<file path="config.mk">
export PLATFORM = sky130hd
export DESIGN_NAME = game_round_scheduler
export DESIGN_NICKNAME = d
export VERILOG_FILES = /design/src/rtl/game_round_pkg.sv /design/src/rtl/round_gap_timer.sv /design/src/rtl/game_round_scheduler.sv
export SDC_FILE = /design/constraint.sdc
export NUM_CORES = 1
export LEC_CHECK = 0
export ABC_AREA = 1
export CAP_MARGIN = 40
export CORE_UTILIZATION = 46
export DETAILED_ROUTE_END_ITERATION = 10
export PLACE_DENSITY = 0.74
export SYNTH_ARGS = -nofsm -noshare
export SYNTH_HDL_FRONTEND = slang
export SYNTH_SLANG_ARGS = --single-unit
</file>
<file path="constraint.sdc">
create_clock -name clk -period 1.6 [get_ports clk]
set_input_delay 0.32 -clock clk [delete_from_list [all_inputs] [get_ports clk]]
set_output_delay 0.32 -clock clk [all_outputs]
set_load 0.02 [all_outputs]
</file>
<file path="src/rtl/game_round_pkg.sv">
// Shared state encoding and default game constants for the round scheduler.
package game_round_pkg;

  typedef enum logic [2:0] {
    ST_IDLE        = 3'd0,
    ST_START_GAME  = 3'd1,
    ST_GAP         = 3'd2,
    ST_START_ROUND = 3'd3,
    ST_PLAY        = 3'd4,
    ST_END_ROUND   = 3'd5,
    ST_GAME_OVER   = 3'd6
  } round_state_t;

  localparam int WIN_SCORE   = 3;
  localparam int START_LIVES = 3;
  localparam int GAP_CYCLES  = 16;

endpackage

</file>
<file path="src/rtl/round_gap_timer.sv">
// Loadable down-counter that stops at zero; done is high while the count is zero.
module round_gap_timer #(
  parameter int WIDTH = 8
) (
  input  logic             clk,
  input  logic             rst,
  input  logic             load,
  input  logic [WIDTH-1:0] load_value,
  input  logic             dec,
  output logic             done
);

  logic [WIDTH-1:0] count;

  always_ff @(posedge clk or negedge rst) begin
    if (!rst) begin
      count <= '0;
    end else if (load) begin
      count <= load_value;
    end else if (dec && (count != '0)) begin
      count <= count - 1'b1;
    end
  end

  assign done = (count == '0);

endmodule

</file>
<file path="src/rtl/game_round_scheduler.sv">
// Round/score sequencer: owns score, lives and the game timer handshake and
// issues registered one-cycle strobes to the sprite datapath.
module game_round_scheduler #(
  parameter int WIN_SCORE   = game_round_pkg::WIN_SCORE,
  parameter int START_LIVES = game_round_pkg::START_LIVES,
  parameter int GAP_CYCLES  = game_round_pkg::GAP_CYCLES,
  parameter int GAP_W       = 8
) (
  input  logic       clk,
  input  logic       rst,
  input  logic       launch_key,
  input  logic       hit,
  input  logic       crash,
  input  logic       miss,
  input  logic       timer_running,
  output logic       timer_start,
  output logic       round_start,
  output logic       play_enable,
  output logic [2:0] heart_clear,
  output logic       heart_init,
  output logic [2:0] score,
  output logic [1:0] lives,
  output logic       game_over,
  output logic       game_won,
  output logic [2:0] state_dbg
);

  import game_round_pkg::*;

  localparam logic [2:0]       WIN_VAL   = 3'(WIN_SCORE);
  localparam logic [1:0]       LIVES_VAL = 2'(START_LIVES);
  localparam logic [GAP_W-1:0] GAP_LOAD  = GAP_W'(GAP_CYCLES - 1);

  round_state_t state, next_state;

  logic       launch_prev;
  logic       launch_rise;
  logic       gap_load, gap_dec, gap_done;
  logic       timer_start_n, round_start_n, heart_init_n;
  logic [2:0] heart_clear_n, score_n;
  logic [1:0] lives_n;
  logic       game_won_n;

  // Edge detector flop resets high so a key held through reset is not a start.
  always_ff @(posedge clk or negedge rst) begin
    if (!rst) begin
      launch_prev <= 1'b1;
    end else begin
      launch_prev <= launch_key;
    end
  end

  assign launch_rise = launch_key & ~launch_prev;

  round_gap_timer #(
    .WIDTH(GAP_W)
  ) u_gap_timer (
    .clk       (clk),
    .rst       (rst),
    .load      (gap_load),
    .load_value(GAP_LOAD),
    .dec       (gap_dec),
    .done      (gap_done)
  );

  always_ff @(posedge clk or negedge rst) begin
    if (!rst) begin
      state <= ST_IDLE;
    end else begin
      state <= next_state;
    end
  end

  always_comb begin
    next_state = state;
    unique case (state)
      ST_IDLE:        if (launch_rise) next_state = ST_START_GAME;
      ST_START_GAME:  next_state = ST_GAP;
      ST_GAP:         if (gap_done) next_state = ST_START_ROUND;
      ST_START_ROUND: next_state = ST_PLAY;
      ST_PLAY: begin
        if (crash || hit || miss) next_state = ST_END_ROUND;
        else if (!timer_running)  next_state = ST_GAME_OVER;
      end
      ST_END_ROUND: begin
        if (score == WIN_VAL)                        next_state = ST_GAME_OVER;
        else if ((lives == 2'd0) || !timer_running)  next_state = ST_GAME_OVER;
        else                                         next_state = ST_GAP;
      end
      ST_GAME_OVER:   if (launch_rise) next_state = ST_START_GAME;
      default:        next_state = ST_IDLE;
    endcase
  end

  // Next values of every registered output; crash outranks hit outranks miss.
  always_comb begin
    timer_start_n = 1'b0;
    round_start_n = 1'b0;
    heart_init_n  = 1'b0;
    heart_clear_n = 3'b000;
    score_n       = score;
    lives_n       = lives;
    game_won_n    = game_won;
    gap_load      = 1'b0;
    gap_dec       = 1'b0;
    unique case (state)
      ST_START_GAME: begin
        score_n       = 3'd0;
        lives_n       = LIVES_VAL;
        timer_start_n = 1'b1;
        heart_init_n  = 1'b1;
        game_won_n    = 1'b0;
        gap_load      = 1'b1;
      end
      ST_GAP:         gap_dec = 1'b1;
      ST_START_ROUND: round_start_n = 1'b1;
      ST_PLAY: begin
        if (crash) begin
          lives_n = (lives == 2'd0) ? 2'd0 : lives - 2'd1;
          unique case (lives)
            2'd3:    heart_clear_n = 3'b100;
            2'd2:    heart_clear_n = 3'b010;
            2'd1:    heart_clear_n = 3'b001;
            default: heart_clear_n = 3'b000;
          endcase
        end else if (hit) begin
          score_n = (score >= WIN_VAL) ? WIN_VAL : score + 3'd1;
        end else if (!miss && !timer_running) begin
          game_won_n = 1'b0;
        end
      end
      ST_END_ROUND: begin
        if (score == WIN_VAL)                        game_won_n = 1'b1;
        else if ((lives == 2'd0) || !timer_running)  game_won_n = 1'b0;
        else                                         gap_load   = 1'b1;
      end
      default: ;
    endcase
  end

  always_ff @(posedge clk or negedge rst) begin
    if (!rst) begin
      timer_start <= 1'b0;
      round_start <= 1'b0;
      heart_init  <= 1'b0;
      heart_clear <= 3'b000;
      score       <= 3'd0;
      lives       <= LIVES_VAL;
      game_won    <= 1'b0;
      play_enable <= 1'b0;
      game_over   <= 1'b0;
    end else begin
      timer_start <= timer_start_n;
      round_start <= round_start_n;
      heart_init  <= heart_init_n;
      heart_clear <= heart_clear_n;
      score       <= score_n;
      lives       <= lives_n;
      game_won    <= game_won_n;
      play_enable <= (next_state == ST_PLAY);
      game_over   <= (next_state == ST_GAME_OVER);
    end
  end

  assign state_dbg = state;

endmodule

</file>
==> results of run 1 <==
[final cells by class]
cell class                      instances  area (µm²)  area share (%)
Sequential cell                        25         632            37.4
Clock buffer                            3        22.5            1.33
Inverter                               28         105            6.23
Tap cell                               31        38.8            2.30
Multi-Input combinational cell        129         619            36.7
Clock inverter                          1        7.51           0.445
Timing Repair Buffer                   29         263            15.6
[logic make-up (layout without fill, tap and decap cells)]
kind of cell | after synthesis | count (layout)
flip-flops | 25 | 25
XOR/XNOR | 1 | 1
AND/OR/NAND/NOR | 110 | 110
buffers and inverters | 30 | 61
adder cells (fa/ha/maj) | 4 | 4
AO/OA/AOI/OAI | 14 | 14
[worst min path at each step]
stage / to / slack (ns) / cells past startpoint
after detailed placement: game_won$_DFFE_PN0P_ / 0.48 / 2
after global placement: game_won$_DFFE_PN0P_ / 0.47 / 2
after CTS: score[1]$_DFFE_PN0P_ / 0.35 / 2
after global routing: score[1]$_DFFE_PN0P_ / 0.36 / 2
after floorplan: game_over$_DFF_PN0_ / 0.02 / 0
final: score[1]$_DFFE_PN0P_ / 0.35 / 2
[power breakdown]
part	internal (mW)	leakage, nW	switching (mW)
registers	0.849	0.317	0.157
clock network	0.0954	0.0139	0.193
logic	0.490	0.661	0.899
[worst register-to-register path, stage by stage, from the launching register on]
cell and delay, ns:
dfrtp_2 0.43, ha_1 0.20, ha_2 0.19, nor2_2 0.12, nand2_1 0.08, nand2_1 0.10
nand2_4 0.11, nand3_1 0.10, nand2_1 0.07
[stage by stage]
step	power (mW)	setup TNS (ns)	worst slack (ns)	hold WS (ns)
after detailed placement	2.47	-0.641	-0.143	0.475
after floorplan	1.98	0	0.00409	0.0244
after CTS	2.71	0	0.0000607	0.354
after global placement	2.40	-0.199	-0.0540	0.469
final	2.68	0	0.0840	0.345
after global routing	2.95	0	0.0194	0.357
[layer usage]
| layer | vias to the layer above | part of all wire [%] | GRT usage (%) |
|---|---|---|---|
| met5 | - | 0 | 0 |
| met4 | 0 | 1.2 | 6.27 |
| met3 | 4 | 3.2 | 3.49 |
| met2 | 25 | 50 | 35.5 |
| met1 | 561 | 46 | 23.9 |
| li1 | 633 | - | - |
[layout by cell type (no fill, tap or decap), types with 2 or more instances in the layout]
cell | synthesis | routed
dfrtp_2 | 0 | 2
nor3_1 | 2 | 2
dlymetal6s2s_1 | 0 | 3
nor2_2 | 4 | 5
clkbuf_4 | 0 | 3
buf_4 | 1 | 6
inv_2 | 6 | 6
dfstp_2 | 3 | 3
nor2_1 | 19 | 18
dlygate4sd2_1 | 0 | 12
o21ai_0 | 6 | 6
o21ai_1 | 6 | 6
nand2_2 | 3 | 3
clkdlybuf4s50_1 | 0 | 6
dfrtp_1 | 22 | 20
ha_1 | 4 | 3
nand2_1 | 58 | 57
inv_1 | 22 | 22
nand3_1 | 22 | 21
[registers in the layout (all words and copies together), names as in the netlist]
| name | cells |
|---|---|
| lives | 2 |
| game_over | 1 |
| heart_init | 1 |
| heart_clear | 3 |
| u_gap_timer.count | 8 |
| score | 3 |
| game_won | 1 |
| play_enable | 1 |
| state_dbg | 3 |
| launch_prev | 1 |
| round_start | 1 |
[what timing repair did]
item / in CTS / in global routing
setup endpoints to repair: 20 / 14
resized for setup: 16 / 10
pin swaps: 0 / 2
==> impl_metrics.toml, run 1 <==
[worst_setup_path]
critPathBufInv = 2
slowest_delay_ns = 0.43
rr_endpoint = "u_gap_timer.count[7]$_DFFE_PN0P_"
worst_ep_arrival_time_ns = 1.20
cp_slowest_cell = "dfrtp_2"
reg2reg_depth = 8
r2r_slack_ns = 0.12
worstSetupEndpoint = "score[0]"
setup.worst_path.class = "reg2out"
critical_path.top_delay_family = "buffers and inverters"
path_depth = 2
rr_startpoint = "score[0]$_DFFE_PN0P_"
crit_chain = "buf_4 > dlygate4sd2_1"
end_kind = "primary output"
crit_required_ns = 1.28
worstPathMaxFanout = 4
cp-start-kind = "flip-flop"
cp-startpoint = "score[0]$_DFFE_PN0P_"

[routing]
first_pass_iters = 4
postRouteAntennaNets = 0
wl_per_cell_um = 11.3
via_per_inst = 4.97
drtIter0Drc = 38
drt_wl_total_um = 2770
num_vias = 1223
drc = 0

[final_layout]
fin_nets = 227
utilization_pct = 61.2
diodes = 0
design_area_mm2 = 0.00169
instances_no_fill = 246
syn2layout_area_growth_pct = 25.1
layout-drive-gt1-share_pct = 15.8
fillerInstances = 255

[placed_design]
dpl_cell_area_mm2 = 0.00165
dp_cells = 242
hpwlAfterDp_um = 2180
port_buffers = 23
gp_congestion = 0.847

[die]
die_width_um = 56.2
initial_core_util_pct = 48.9
rows = 19
core_mm2 = 0.00276
dieArea_mm2 = 0.00315
dieHeight_um = 56.2
io_pins = 24

[pwr]
ir_drop_v = 0.00109
p_leak_nw = 0.992
p_per_area_mw_per_mm2 = 1590

[synthesis]
yosys-top-cells-count = "nand2_1, dfrtp_1, inv_1, nand3_1, nor2_1"
yosysMostFrequentCell = "nand2_1"
ys_async_sr_fraction_pct = 100
synth.largest_area_cell = "dfrtp_1"
synth_area_leaders = "dfrtp_1, nand2_1, nand3_1"
post_synth_fa_ha_maj_area_fraction_pct = 3.71
synth_ff_type = "dfrtp_1"
synth.distinct_cells = 20
yosysSeqAreaShare_pct = 46.7
synth_warnings = 0
synth_top_family_by_area = "simple AND/OR/NAND/NOR gates"
synthCells = 184
synth_compound_area_share_pct = 5.66
syn_nets = 195
synth_simple_gate_area_share_pct = 34.6
synth_xor_area_share_pct = 0.649
syn_area_mm2 = 0.00135
muxShareOfSynthArea_pct = 0
synth_edf_count = 0
synth_top_area_share_pct = 40.8
ys_ff_latch = 25
syn-mean-instance-area_um2 = 7.33

[cts]
clk_pin_slew_worst_paths_ns = 0.14
htree_levels = 1
cts_max_path_buffers = 2
ctsHoldBuffers = 0
cts_setup_buffers = 0
clock-sinks = 25
root_buffer = "clkbuf_4"
cts_tree = "built"
clock_latency_ns = 0.32
cts_made_buffers = 3

[global_route]
grt_pass1_vias = 1109
overflow = 0
antenna_found_initial = 0
grt_max_degree = 26
grt_pass1_wl_um = 4790
grt_usage_pct = 19.8

[job]
maxCapViolations = 0

[outcome]
status = "finished clean"

[worst_hold_path]
worst_hold_path_type = "in2async"

[timing]
hold_violations = 0
rsz0062_at_grt = "false"
fmax_mhz = 660
period_needed_ns = 1.52
clock_skew_ns = 0.00786
setup_viol = 0
slew_violations = 0
slew_headroom_pct = 78.8
tightest_slew_ns = 0.318
finalCritPeriodShare_pct = 94.7
(Power assumes the default switching activity.)
==> run 2, diff against run 1 <==
Settings changed: CORE_MARGIN set to 2.
==> impl_metrics.toml, run 2 (synthesis results as in run 1) <==
[timing]
hold_violations = 0
fin_setup_tns_ns = 0
finalCritPeriodShare_pct = 95.8
setup_viol = 0
tightest_slew_ns = 0.371
clock_skew_ns = 0.00288
slew_violations = 0
fmax_mhz = 652
period_needed_ns = 1.53
rsz0062_at_grt = "false"
slew_headroom_pct = 75.3

[cts]
clock-sinks = 25
clk_pin_slew_worst_paths_ns = 0.13
cts_max_path_buffers = 2
cts_tree = "built"
cts_setup_buffers = 0
htree_levels = 1
clock_latency_ns = 0.31
ctsHoldBuffers = 0
root_buffer = "clkbuf_4"
cts_made_buffers = 3

[die]
initial_core_util_pct = 48.5
die_width_um = 58.2
core_mm2 = 0.00278
dieHeight_um = 58.2
rows = 19
dieArea_mm2 = 0.00338
io_pins = 24

[pwr]
p_per_area_mw_per_mm2 = 1570
ir_drop_v = 0.00115
report.power.total_mw = 2.67
p_leak_nw = 1.02

[worst_setup_path]
worstPathMaxFanout = 4
cp-start-kind = "flip-flop"
crit_required_ns = 1.28
critPathBufInv = 1
cp_slowest_cell = "dfstp_2"
worst_ep_arrival_time_ns = 1.21
setup.worst_path.class = "reg2out"
end_kind = "primary output"
crit_chain = "dlygate4sd2_1"
slowest_delay_ns = 0.57
critical_path.top_delay_family = "flip-flops"

[routing]
wl_per_cell_um = 10.6
num_vias = 1238
first_pass_iters = 4
drt_wl_total_um = 2600
postRouteAntennaNets = 0
drtIter0Drc = 51
drc = 0
via_per_inst = 5.03

[worst_hold_path]
worst_hold_path_type = "in2async"

[final_layout]
fillerInstances = 271
layout_common_cells = "nand2_1, inv_1, nand3_1, dfrtp_1, nor2_1"
syn2layout_area_growth_pct = 25.6
fin_nets = 227
largest_register_ffs = 8
diodes = 0
largest_register = "u_gap_timer.count"
layout-drive-gt1-share_pct = 15.3
final_common_cell = "nand2_1"

[placed_design]
hpwlAfterDp_um = 2050
gp_congestion = 0.848
port_buffers = 23

[global_route]
antenna_found_initial = 0
grt_pass1_wl_um = 4500
overflow = 0
grt_max_degree = 26
grt_pass1_vias = 1082
grt_usage_pct = 17.2

[job]
maxCapViolations = 0

[outcome]
status = "finished clean"
-- run 2: final timing paths --
check                                     start                     to  slack [ns]  depth (start not counted)
setup reg to reg           score[0]$_DFFE_PN0P_  play_enable$_DFF_PN0_        0.13                          8
hold reg to reg            game_won$_DFFE_PN0P_   game_won$_DFFE_PN0P_        0.49                          2
min in group clk                     launch_key  launch_prev$_DFF_PN1_        0.44                          1
hold / removal                              rst   score[2]$_DFFE_PN0P_        0.36                          2
setup / recovery           lives[0]$_DFFE_PN1P_               lives[0]        0.07                          1
max in group asynchronous                   rst  launch_prev$_DFF_PN1_        0.96                          2
-- run 2: cell type report --
class                           instances  area [µm²]  area share, %
Sequential cell                        25         632           37.3
Tap cell                               31        38.8           2.29
Clock buffer                            3        22.5           1.33
Timing Repair Buffer                   29         274           16.2
Inverter                               28         105           6.20
Clock inverter                          1        5.00          0.295
Multi-Input combinational cell        129         617           36.4
-- run 2: metrics by stage --
stage / hold slack (ns) / instances / setup slack, ns / utilization, % / area (µm²)
after floorplan: 0.0244 / 184 / 0.00409 / - / 1350
after global placement: 0.471 / 242 / -0.0658 / 59.4 / 1650
after detailed placement: 0.472 / 242 / -0.131 / 59.4 / 1650
after CTS: 0.360 / 246 / 0.00650 / 60.0 / 1670
after global routing: 0.382 / 246 / 0.00737 / 60.9 / 1690
final: 0.356 / 246 / 0.0668 / 60.9 / 1690
-- run 2: timing repair --
item	CTS	global route
resized for setup	14	10
cloned	0	0
pin swaps	0	1
endpoints found under the setup margin	18	14
-- run 2: report_power, final --
group	internal (mW)	switching (mW)
clock network	0.0933	0.177
logic	0.499	0.896
registers	0.849	0.152
-- run 2: per-layer routing --
metal  vias up  GRT usage (%)  routed length (µm)
li1        633              -                   -
met1       576           22.3                1190
met2        27           29.2                1250
met3         2           3.35                 133
met4         0           4.98                  22
met5         -              0                   0
